<file path="src/rtl/ubx_pkg.sv">
// Shared constants, FSM states and checksum helper
// for the UBX frame parser.
package ubx_pkg;

  localparam logic [7:0] SYNC1_B = 8'hB5;
  localparam logic [7:0] SYNC2_B = 8'h62;
  localparam int G_MAX_PYL_DEF = 256;

  typedef enum logic [3:0] {
    S_SYNC1, S_SYNC2, S_CLASS, S_ID,
    S_LEN_L, S_LEN_H, S_PYL, S_CKA, S_CKB
  } state_e;

  typedef enum logic [1:0] {
    B_FREE, B_WR, B_FULL, B_RD
  } bank_e;

  typedef struct packed {
    logic [7:0] a;
    logic [7:0] b;
  } ck_t;

  function automatic ck_t ck_upd(
    input ck_t c,
    input logic [7:0] d
  );
    ck_t r;
    r.a = c.a + d;
    r.b = c.b + r.a;
    return r;
  endfunction

endpackage

</file>
<file path="src/rtl/ubx_frame_parser_if.sv">
// Byte-in / frame-out bundle of the UBX parser.
// master = byte source side, slave = parser side.
interface ubx_frame_parser_if;
  logic [7:0]  i_data_tdata;
  logic        i_data_tvalid;
  logic [15:0] o_csid_tdata;
  logic [15:0] o_length_tdata;
  logic [7:0]  o_pyl_tdata;
  logic        o_pkt_tvalid;
  logic        o_pkt_tlast;
  logic        o_err_tvalid;

  modport master (
    output i_data_tdata, i_data_tvalid,
    input  o_csid_tdata, o_length_tdata,
    input  o_pyl_tdata, o_pkt_tvalid,
    input  o_pkt_tlast, o_err_tvalid
  );

  modport slave (
    input  i_data_tdata, i_data_tvalid,
    output o_csid_tdata, o_length_tdata,
    output o_pyl_tdata, o_pkt_tvalid,
    output o_pkt_tlast, o_err_tvalid
  );
endinterface

</file>
<file path="src/rtl/ubx_pyl_buffer.sv">
// Two-bank payload RAM with per-bank ownership
// state and completion-order selection.
module ubx_pyl_buffer
  import ubx_pkg::*;
#(
  parameter int G_MAX_PYL = G_MAX_PYL_DEF,
  parameter int G_ADDR_W  = 8
) (
  input  logic                clk,
  input  logic                rst_n,
  input  logic                we_i,
  input  logic                wbank_i,
  input  logic [G_ADDR_W-1:0] waddr_i,
  input  logic [7:0]          wdata_i,
  input  logic                claim_i,
  input  logic                commit_i,
  input  logic                abort_i,
  input  logic [15:0]         csid_i,
  input  logic [15:0]         len_i,
  input  logic                rd_start_i,
  input  logic                re_i,
  input  logic                rzero_i,
  input  logic                rbank_i,
  input  logic [G_ADDR_W-1:0] raddr_i,
  input  logic                release_i,
  output logic [7:0]          rdata_o,
  output logic [1:0]          free_o,
  output logic                rdy_o,
  output logic                pick_o,
  output logic [15:0]         csid_o,
  output logic [15:0]         len_o
);

  logic [7:0] mem [2][G_MAX_PYL];
  bank_e bank_q [2];
  logic [1:0][15:0] csid_q;
  logic [1:0][15:0] len_q;
  logic old_q;
  logic [7:0] rdata_q;
  logic [1:0] full;

  always_ff @(posedge clk) begin
    if (we_i) mem[wbank_i][waddr_i] <= wdata_i;
  end

  always_ff @(posedge clk or negedge rst_n) begin
    if (!rst_n) begin
      rdata_q <= '0;
    end else if (re_i) begin
      rdata_q <= rzero_i ? 8'h00 : mem[rbank_i][raddr_i];
    end
  end

  // Writer and reader always touch different banks,
  // so their updates never collide on one entry.
  always_ff @(posedge clk or negedge rst_n) begin
    if (!rst_n) begin
      bank_q[0] <= B_FREE;
      bank_q[1] <= B_FREE;
      csid_q <= '0;
      len_q <= '0;
      old_q <= 1'b0;
    end else begin
      if (claim_i) bank_q[wbank_i] <= B_WR;
      if (abort_i) bank_q[wbank_i] <= B_FREE;
      if (commit_i) begin
        bank_q[wbank_i] <= B_FULL;
        csid_q[wbank_i] <= csid_i;
        len_q[wbank_i] <= len_i;
        old_q <= full[~wbank_i] ? ~wbank_i : wbank_i;
      end
      if (rd_start_i) bank_q[pick_o] <= B_RD;
      if (release_i) bank_q[rbank_i] <= B_FREE;
    end
  end

  always_comb begin
    full[0] = (bank_q[0] == B_FULL);
    full[1] = (bank_q[1] == B_FULL);
    free_o[0] = (bank_q[0] == B_FREE);
    free_o[1] = (bank_q[1] == B_FREE);
    rdy_o = |full;
    pick_o = (&full) ? old_q : full[1];
    csid_o = csid_q[pick_o];
    len_o = len_q[pick_o];
  end

  assign rdata_o = rdata_q;

endmodule

</file>
<file path="src/rtl/ubx_frame_parser.sv">
// UBX frame parser: sync/header FSM, Fletcher check,
// ping-pong payload buffer and frame emitter.
module ubx_frame_parser
  import ubx_pkg::*;
#(
  parameter int G_MAX_PYL = G_MAX_PYL_DEF,
  parameter int G_ADDR_W  = 8
) (
  input  logic i_uart_clk,
  input  logic i_reset_n,
  ubx_frame_parser_if.slave bus
);

  localparam logic [15:0] MAX_LEN = 16'(G_MAX_PYL);

  state_e state_q, state_d;
  logic [7:0] cls_q, cls_d, id_q, id_d;
  logic [15:0] len_q, len_d, cnt_q, cnt_d;
  ck_t ck_q, ck_d;
  logic cka_ok_q, cka_ok_d;
  logic wbank_q, wbank_d;
  logic err_q, err_d;
  logic we, claim, commit, abort;
  logic [15:0] len_x;
  logic [7:0] b;

  logic rd_act_q, rbank_q, rel_q;
  logic [15:0] raddr_q, rlen_q;
  logic tvalid_q, tlast_q;
  logic [15:0] csid_out_q, len_out_q;
  logic rd_start, rd_last;
  logic [1:0] free;
  logic rdy, pick;
  logic [15:0] b_csid, b_len;
  logic [7:0] rdata;

  assign b = bus.i_data_tdata;
  assign len_x = {b, len_q[7:0]};

  always_ff @(posedge i_uart_clk or negedge i_reset_n) begin
    if (!i_reset_n) begin
      state_q <= S_SYNC1;
      cls_q <= '0;
      id_q <= '0;
      len_q <= '0;
      cnt_q <= '0;
      ck_q <= '0;
      cka_ok_q <= 1'b0;
      wbank_q <= 1'b0;
      err_q <= 1'b0;
    end else begin
      state_q <= state_d;
      cls_q <= cls_d;
      id_q <= id_d;
      len_q <= len_d;
      cnt_q <= cnt_d;
      ck_q <= ck_d;
      cka_ok_q <= cka_ok_d;
      wbank_q <= wbank_d;
      err_q <= err_d;
    end
  end

  always_comb begin
    state_d = state_q;
    cls_d = cls_q;
    id_d = id_q;
    len_d = len_q;
    cnt_d = cnt_q;
    ck_d = ck_q;
    cka_ok_d = cka_ok_q;
    wbank_d = wbank_q;
    err_d = 1'b0;
    we = 1'b0;
    claim = 1'b0;
    commit = 1'b0;
    abort = 1'b0;
    if (bus.i_data_tvalid) begin
      unique case (state_q)
        S_SYNC1: if (b == SYNC1_B) state_d = S_SYNC2;
        S_SYNC2: begin
          if (b == SYNC2_B) state_d = S_CLASS;
          else if (b != SYNC1_B) state_d = S_SYNC1;
        end
        S_CLASS: begin
          cls_d = b;
          ck_d = ck_upd('0, b);
          state_d = S_ID;
        end
        S_ID: begin
          id_d = b;
          ck_d = ck_upd(ck_q, b);
          state_d = S_LEN_L;
        end
        S_LEN_L: begin
          len_d[7:0] = b;
          ck_d = ck_upd(ck_q, b);
          state_d = S_LEN_H;
        end
        S_LEN_H: begin
          len_d = len_x;
          ck_d = ck_upd(ck_q, b);
          cnt_d = '0;
          if (len_x > MAX_LEN || free == 2'b00) begin
            err_d = 1'b1;
            state_d = S_SYNC1;
          end else begin
            claim = 1'b1;
            wbank_d = ~free[0];
            state_d = (len_x == 16'd0) ? S_CKA : S_PYL;
          end
        end
        S_PYL: begin
          we = 1'b1;
          ck_d = ck_upd(ck_q, b);
          cnt_d = cnt_q + 16'd1;
          if (cnt_q + 16'd1 == len_q) state_d = S_CKA;
        end
        S_CKA: begin
          cka_ok_d = (b == ck_q.a);
          state_d = S_CKB;
        end
        S_CKB: begin
          if (cka_ok_q && b == ck_q.b) begin
            commit = 1'b1;
          end else begin
            abort = 1'b1;
            err_d = 1'b1;
          end
          state_d = S_SYNC1;
        end
        default: state_d = S_SYNC1;
      endcase
    end
  end

  // A zero-length frame still emits one (zero) beat.
  assign rd_start = !rd_act_q && rdy;
  assign rd_last = (rlen_q == 16'd0) ||
                   (raddr_q + 16'd1 == rlen_q);

  always_ff @(posedge i_uart_clk or negedge i_reset_n) begin
    if (!i_reset_n) begin
      rd_act_q <= 1'b0;
      rbank_q <= 1'b0;
      rel_q <= 1'b0;
      raddr_q <= '0;
      rlen_q <= '0;
      tvalid_q <= 1'b0;
      tlast_q <= 1'b0;
      csid_out_q <= '0;
      len_out_q <= '0;
    end else begin
      rel_q <= 1'b0;
      tvalid_q <= 1'b0;
      tlast_q <= 1'b0;
      if (rd_start) begin
        rd_act_q <= 1'b1;
        rbank_q <= pick;
        raddr_q <= '0;
        rlen_q <= b_len;
        csid_out_q <= b_csid;
        len_out_q <= b_len;
      end else if (rd_act_q) begin
        tvalid_q <= 1'b1;
        tlast_q <= rd_last;
        raddr_q <= raddr_q + 16'd1;
        if (rd_last) begin
          rd_act_q <= 1'b0;
          rel_q <= 1'b1;
        end
      end
    end
  end

  ubx_pyl_buffer #(
    .G_MAX_PYL (G_MAX_PYL),
    .G_ADDR_W  (G_ADDR_W)
  ) u_buf (
    .clk        (i_uart_clk),
    .rst_n      (i_reset_n),
    .we_i       (we),
    .wbank_i    (wbank_d),
    .waddr_i    (cnt_q[G_ADDR_W-1:0]),
    .wdata_i    (b),
    .claim_i    (claim),
    .commit_i   (commit),
    .abort_i    (abort),
    .csid_i     ({cls_q, id_q}),
    .len_i      (len_q),
    .rd_start_i (rd_start),
    .re_i       (rd_act_q),
    .rzero_i    (rlen_q == 16'd0),
    .rbank_i    (rbank_q),
    .raddr_i    (raddr_q[G_ADDR_W-1:0]),
    .release_i  (rel_q),
    .rdata_o    (rdata),
    .free_o     (free),
    .rdy_o      (rdy),
    .pick_o     (pick),
    .csid_o     (b_csid),
    .len_o      (b_len)
  );

  assign bus.o_csid_tdata = csid_out_q;
  assign bus.o_length_tdata = len_out_q;
  assign bus.o_pyl_tdata = rdata;
  assign bus.o_pkt_tvalid = tvalid_q;
  assign bus.o_pkt_tlast = tlast_q;
  assign bus.o_err_tvalid = err_q;

endmodule

</file>
<file path="src/flat_wrapper.sv">
// flat-port wrapper written by rule: the top's interface ports become plain ports
module ubx_frame_parser_flat import ubx_pkg::*;
#(
  parameter int G_MAX_PYL = G_MAX_PYL_DEF,
  parameter int G_ADDR_W  = 8
)
  (i_uart_clk, i_reset_n, bus_i_data_tdata, bus_i_data_tvalid, bus_o_csid_tdata, bus_o_length_tdata, bus_o_pyl_tdata, bus_o_pkt_tvalid, bus_o_pkt_tlast, bus_o_err_tvalid);
  ubx_frame_parser_if bus_i ();
  input  logic i_uart_clk;
  input  logic i_reset_n;
  input wire logic [$bits(bus_i.i_data_tdata)-1:0] bus_i_data_tdata;
  input wire logic [$bits(bus_i.i_data_tvalid)-1:0] bus_i_data_tvalid;
  output wire logic [$bits(bus_i.o_csid_tdata)-1:0] bus_o_csid_tdata;
  output wire logic [$bits(bus_i.o_length_tdata)-1:0] bus_o_length_tdata;
  output wire logic [$bits(bus_i.o_pyl_tdata)-1:0] bus_o_pyl_tdata;
  output wire logic [$bits(bus_i.o_pkt_tvalid)-1:0] bus_o_pkt_tvalid;
  output wire logic [$bits(bus_i.o_pkt_tlast)-1:0] bus_o_pkt_tlast;
  output wire logic [$bits(bus_i.o_err_tvalid)-1:0] bus_o_err_tvalid;
  assign bus_i.i_data_tdata = bus_i_data_tdata;
  assign bus_i.i_data_tvalid = bus_i_data_tvalid;
  assign bus_o_csid_tdata = bus_i.o_csid_tdata;
  assign bus_o_length_tdata = bus_i.o_length_tdata;
  assign bus_o_pyl_tdata = bus_i.o_pyl_tdata;
  assign bus_o_pkt_tvalid = bus_i.o_pkt_tvalid;
  assign bus_o_pkt_tlast = bus_i.o_pkt_tlast;
  assign bus_o_err_tvalid = bus_i.o_err_tvalid;
  ubx_frame_parser #(.G_MAX_PYL(G_MAX_PYL), .G_ADDR_W(G_ADDR_W)) u_core (.i_uart_clk(i_uart_clk), .i_reset_n(i_reset_n), .bus(bus_i));
endmodule
</file>
<file path="config.mk">
export PLATFORM = sky130hd
export DESIGN_NAME = ubx_frame_parser_flat
export DESIGN_NICKNAME = d
export VERILOG_FILES = /design/src/rtl/ubx_pkg.sv /design/src/rtl/ubx_frame_parser_if.sv /design/src/rtl/ubx_pyl_buffer.sv /design/src/rtl/ubx_frame_parser.sv /design/src/flat_wrapper.sv
export SDC_FILE = /design/constraint.sdc
export NUM_CORES = 2
export LEC_CHECK = 0
export CAP_MARGIN = 25
export CORE_MARGIN = 8
export CORE_UTILIZATION = 50
export DETAILED_ROUTE_END_ITERATION = 8
export PLACE_DENSITY = 0.74
export SETUP_SLACK_MARGIN = 0.05
export SLEW_MARGIN = 20
export SYNTH_ARGS = -nofsm -noshare
export SYNTH_HDL_FRONTEND = slang
export SYNTH_HIERARCHICAL = 1
export SYNTH_SLANG_ARGS = --single-unit
</file>
<file path="constraint.sdc">
create_clock -name i_uart_clk -period 3.5 [get_ports i_uart_clk]
set_input_delay 0.7 -clock i_uart_clk [delete_from_list [all_inputs] [get_ports i_uart_clk]]
set_output_delay 0.7 -clock i_uart_clk [all_outputs]
set_load 0.02 [all_outputs]
</file>
# Yosys cells after proc, flatten, opt, wreduce, memory -nomap -nowiden
# Memory sizes are Yosys's and may differ from the RTL's.
# Index checks and enable logic that the tools add are counted.
# W data, S select, Z words.
dict set report word_totals {
  inputBits 11
  n_memories 1
  out_inout_bits 43
  reg_bits 201
  ram_bits 4096
}
# memory depth word_bits read_ports rd_ports_with_merged_regs write_ports line_no
set mem_list {}
lappend mem_list {u_core.u_buf.mem 2 2048 1 0 1 ubx_pyl_buffer.sv:34} ;# logic [7:0] mem [2][G_MAX_PYL];
dict set report classes {
  order_cmp 14
  muxes 69
  eq_ne 20
  reduce_logical 30
  n_bitwise 18
  addsub 4
}
# cell n
set ops {}
lappend ops {{$mux W2048} 1}
lappend ops {{$mux W16} 7}
lappend ops {{$bmux W8 S8} 1}
lappend ops {{$bwmux W32} 2}
lappend ops {{$demux W8 S8} 1}
lappend ops {{$pmux W16 S2} 2}
lappend ops {{$mux W4} 10}
lappend ops {{$add A16 B1 Y16 const B} 2}
lappend ops {{$eq A16 B16 Y1} 2}
lappend ops {{$logic_not A16 Y1} 2}
lappend ops {{$mux W1} 32}
lappend ops {{$mux W8} 4}
lappend ops {{$pmux W4 S8} 1}
lappend ops {{$ge A9 B9 Y1 const B} 2}
lappend ops {{$not A8 Y9} 2}
lappend ops {{$add A8 B8 Y8} 2}
lappend ops {{$demux W16 S1} 1}
lappend ops {{$eq A4 B3 Y1 const B} 4}
lappend ops {{$eq A8 B8 Y1} 2}
lappend ops {{$gt A16 B9 Y1 const B} 1}
lappend ops {{$reduce_and A2 Y1} 8}
lappend ops {{$lt A9 B1 Y1 const B} 1}
lappend ops {{$and A4 B4 Y4} 2}
lappend ops {{$eq A4 B2 Y1 const B} 2}
lappend ops {{other kinds (31)} 61}

# Depth between registers and ports, before layout
dict set report depth {
  ltp_word 22
  mapped_depth 14
}

# Modules after synthesis
# The synthesis kept the hierarchy.
# module n_inst area_per_inst_um2 cells_per_inst
set by_module_without_submodules {}
lappend by_module_without_submodules {ubx_pyl_buffer 1 162782.4 7554}
lappend by_module_without_submodules {ubx_frame_parser 1 6825.3 659}

# Worst setup path before layout
# No wires, ideal clock.
dict set report synth_path {
  path_kind {input -> register}
  start {input port bus_i_data_tdata[7]}
  end {memory u_core/u_buf/mem[1][664] in the netlist's numbering (enable)}
  setup_ps 370
  path_buffers 3
  path_slack_ps -487
  t_arrival_ps 3616
  path_stages 10
  required_ps 3130
  cell_sequence {clkbuf_1 -> or2_2 -> nor4_1 -> and3_1 -> mux2i_1 -> clkbuf_1 -> nor2b_1 -> nand3_1 -> clkbuf_1 -> nor2_1}
}
dict set report synth_via {
  elab_chain_len 5
}
# element line_no
set synth_lines {}
lappend synth_lines {{from (decl)} flat_wrapper.sv:11} ;# input wire logic [$bits(bus_i.i_data_tdata)-1:0] bus_i_data_tdata;
lappend synth_lines {{$gt A16 B9 Y1} ubx_frame_parser.sv:104} ;# if (len_x > MAX_LEN || free == 2'b00) begin
lappend synth_lines {{$logic_or A1 B1 Y1} ubx_frame_parser.sv:104}
lappend synth_lines {{$mux W1} ubx_frame_parser.sv:104}
lappend synth_lines {{$mux W1} ubx_frame_parser.sv:79} ;# unique case (state_q)
lappend synth_lines {{$mux W1} ubx_frame_parser.sv:78} ;# if (bus.i_data_tvalid) begin
lappend synth_lines {{via u_core.wbank_d} ubx_frame_parser.sv:21} ;# logic wbank_q, wbank_d;
lappend synth_lines {{to (decl)} ubx_pyl_buffer.sv:34}
# The timed path passes the listed nets, and every way through them passes these cells.

# Final worst setup path
dict set report layout_path {
  start {register u_core.rbank_q}
  end {register u_core.u_buf.rdata_q[3] (netlist: u_core/u_buf/rdata_o[3])}
}
dict set report layout_via {
  elab_chain_len 5
}
# element line_no
set layout_lines {}
lappend layout_lines {{from (decl)} ubx_frame_parser.sv:27} ;# logic rd_act_q, rbank_q, rel_q;
lappend layout_lines {{from (signal assigned)} ubx_frame_parser.sv:159} ;# rbank_q <= pick;
lappend layout_lines {{$mem_v2 Z2 W2048} --}
lappend layout_lines {{$bmux W8 S8} ubx_pyl_buffer.sv:50} ;# rdata_q <= rzero_i ? 8'h00 : mem[rbank_i][raddr_i];
lappend layout_lines {{$mux W8 (not written as such) (2 in series)} ubx_pyl_buffer.sv:50}
lappend layout_lines {{$mux W8} ubx_pyl_buffer.sv:50}
lappend layout_lines {{to (signal assigned)} ubx_pyl_buffer.sv:50}
lappend layout_lines {{to (decl)} ubx_pyl_buffer.sv:39} ;# logic [7:0] rdata_q;
# No other way between the ends. The select of a mux whose other input is x is not followed.
# A chain may end at the register's enable or synchronous reset.

==> qor.yml <==
synth:
  synth_cell_types: 86
  async_reset_ff_share_pct: 4.66
  yosysSeqAreaShare_pct: 75.5
  yosysTopAreaCell: "edfxtp_1"
  yosysMostFrequentCell: "edfxtp_1"
  synth.ff_latch_count: 4296
  ys_top_cells_by_count: "4,096 x edfxtp_1, 1,041 x mux4_2, 692 x nor2_1, 238 x clkbuf_1, 234 x mux2i_1"
  synth_top_area_share_pct: 72.5
  syn_area_um2: 170000
  synth_nets: 8242
  synth_warnings: 6
  synth_edf_count: 4096
  yosys_most_used_dff: "edfxtp_1"
  syn-instance-count: 8213
  synth_area_leaders: "edfxtp_1 73%, mux4_2 14%, dfrtp_1 3.0%, nor2_1 1.5%, mux2i_1 1.4%"
  syn_avg_cell_area_um2: 20.7
setup_path:
  crit_slowest_cell: "mux4_2"
  r2r-start: "u_core/rbank_q$_DFFE_PN0P_"
  path_max_fanout: 9
  crit_path_max_incr_delay_ns: 0.53
  path_cells: "buf_12 > buf_6 > buf_12 > buf_16 > buf_12 > mux4_2 > mux4_2 > a22o_4 > a211oi_4 > a2111o_1 > o221ai_2"
  startpoint: "u_core/rbank_q$_DFFE_PN0P_"
  crit_arrival_ns: 4.35
  start_kind: "flip-flop"
  crit_required_ns: 4.34
  crit_family: "multiplexers"
  path_common_cell: "buf_12"
  end_kind: "flip-flop"
  critPathBufInv: 5
  crit_type: "flip-flop to flip-flop"
die:
  die_h_um: 598
  die_area_um2: 358000
  die_x_um: 598
  core_um2: 339000
  ioPinCount: 54
  start_util_pct: 50.1
  rows: 214
detailed_routing:
  vias: 90600
  drt-total-wl_um: 467000
  drt-initial-drc-count: 13800
  ant_nets: 0
  drc: 0
  wire_per_inst_um: 32.9
  firstDrtPassIters: 8
  vias_per_cell: 6.39
sta:
  setup_viol_count_final: 1
  setup_slack_ns: -0.0146
  fin_crit_sh_pct: 100
  clock.fmax_mhz: 285
  tightest_slew_ns: 1.23
  relSlewSlack_pct: 17.8
  rsz0062_at_grt: "true"
  finalMaxSlewViolations: 0
  finClkSkew_ns: 0.0714
  timing.hold.ws_ns: 0.125
  hold_viol_final: 0
  min_period_ns: 3.51
worst_hold_path:
  hold_path_class: "input port to flip-flop"
  hold_start: "bus_i_data_tdata[0]"
grt:
  grt.total_usage_pct: 25.4
  grt_pass1_wl_um: 662000
  grt_max_degree: 181
  grt_overflow: 0
  antenna_found_initial: 20
  grt_pass1_vias: 91200
final_layout:
  area_delta_synth_final_pct: 17.7
  final_nets: 9320
  drive_above_1_share_pct: 34.8
  fillCellCount: 23100
  final_cells: 14200
placement:
  dp_hpwl_um: 295000
  gp_congestion: 0.930
  dpl.cell_count: 13300
  io_buffers: 53
clocking:
  cts_buffers: 413
  cts_root_buf: "clkbuf_16"
  clock-sinks: 4296
  htree_levels: 5
  clkLatencyLatePin_ns: 0.99
  clock_path_buffers: 4
  cts_tree: "built"
  clk_pin_slew_worst_paths_ns: 0.07
flow_run:
  maxCapViolCount: 0
power_and_ir_drop:
  max-vdd-ir-drop_uv: 432
  p_leak_nw: 62.9
  p_per_area_nw_per_um2: 579
outcome:
  status: "finished, violations left"
  failed_checks: "negative setup slack"
==> power by group <==
part	internal, mW	total [mW]	switching, mW
sequential	56.5	56.8	0.293
combinational	6.06	13.9	7.84
clock	25.2	44.9	19.7
total	87.7	116	27.8
==> layout make-up <==
class	count	area [µm²]	share of cell area, %
Sequential cell	4296	128000	64.1
Multi-Input combinational cell	3391	40500	20.3
Inverter	22	97.6	0.0489
Clock buffer	499	10700	5.37
Antenna cell	11	27.5	0.0138
Clock inverter	273	2920	1.46
Timing Repair Buffer	1167	11700	5.85
Tap cell	4536	5680	2.84
==> per-stage QoR <==
step | setup TNS, ns | power, mW | utilization (%) | setup slack (ns) | area [µm²]
after floorplan | 0 | 65.4 | - | 0.00341 | 170000
after global placement | -547.65 | 71.0 | 54.3 | -0.415 | 184000
after detailed placement | -771.54 | 71.2 | 54.3 | -0.493 | 184000
after CTS | 0 | 116 | 58.5 | 0.0324 | 198000
after global routing | -0.0245 | 118 | 58.9 | -0.0234 | 200000
final | -0.0146 | 116 | 59.0 | -0.0146 | 200000
==> layout by cell type, fill, tap and decap left out, types with 16 or more instances in the layout <==
cell / instances
a211oi_1: 22
a21oi_1: 94
a22oi_1: 48
and2_1: 26
buf_12: 171
buf_4: 885
buf_6: 31
bufinv_16: 42
clkbuf_1: 76
clkbuf_16: 418
clkdlybuf4s50_1: 44
clkinv_1: 74
clkinv_2: 79
clkinvlp_4: 33
dfrtp_1: 191
edfxtp_1: 4096
ha_1: 16
inv_1: 18
mux2_2: 206
mux2i_1: 225
mux4_2: 1041
nand2_1: 175
nand2b_1: 18
nand3_1: 67
nand4_1: 34
nor2_1: 460
nor2_2: 108
nor2_4: 125
nor2b_1: 26
nor3_1: 47
nor4_1: 25
o211ai_1: 21
o21ai_0: 77
o221ai_1: 61
o22ai_1: 83
xnor2_1: 49
xor2_1: 28
==> kinds of logic (layout without fill, tap and decap cells) <==
logic type,Yosys count,after routing,synth area share [%]
AOI/OAI and AO/OA,591,591,2.42
xor gates and xnor gates,80,80,0.437
adders and majority gates,18,18,0.142
buffers and inverters,526,1961,1.76
DFF,4296,4296,75.5
muxes,1483,1483,16.6
other,0,11,0
and+or+nand+nor,1219,1219,3.18
==> routing by layer <==
layer	wire [µm]	global-route usage (%)	vias to the layer above
met5	51	0	-
met4	24300	11.8	8
met3	56500	6.52	1049
met2	219000	39.7	6356
met1	166000	33.8	47100
li1	-	-	36100
==> worst paths after layout <==
check / slack, ns / end / depth (start not counted)
worst min-delay path: 0.13 / u_core/u_buf/mem[0][1728]$_DFFE_PP_ / 1
worst min register to register: 0.50 / u_core/u_buf/csid_q[17]$_DFFE_PN0P_ / 1
worst max-delay path: -0.01 / u_core/u_buf/rdata_o[3]$_DFFE_PN0P_ / 11
max in group asynchronous: 2.34 / u_core/bus.o_csid_tdata[0]$_DFFE_PN0P_ / 3
min in group asynchronous: 0.25 / u_core/raddr_q[9]$_DFFE_PN0P_ / 2
worst max register to register: -0.01 / u_core/u_buf/rdata_o[3]$_DFFE_PN0P_ / 11
==> state kept, by name (all words and copies together) (netlist names), 4 cells and up <==
name	count
u_core/bus.o_length_tdata	16
u_core/bus.o_csid_tdata	16
u_core/cls_q	8
u_core/len_q	16
u_core/state_q	4
u_core/raddr_q	16
u_core/u_buf/bank_q	4
u_core/id_q	8
u_core/cnt_q	16
u_core/u_buf/len_q	32
u_core/ck_q	16
u_core/u_buf/rdata_o	8
u_core/u_buf/mem	4096
u_core/u_buf/csid_q	32
==> repair_timing <==
item,in CTS,in global routing
setup buffers,9,50
pin swaps,13,21
endpoints found under the hold margin,58,0
setup endpoints to repair,1785,1302
gates cloned,4,5
hold buffers,1,0
gates resized for setup,133,206
(Power assumes the default switching activity.)
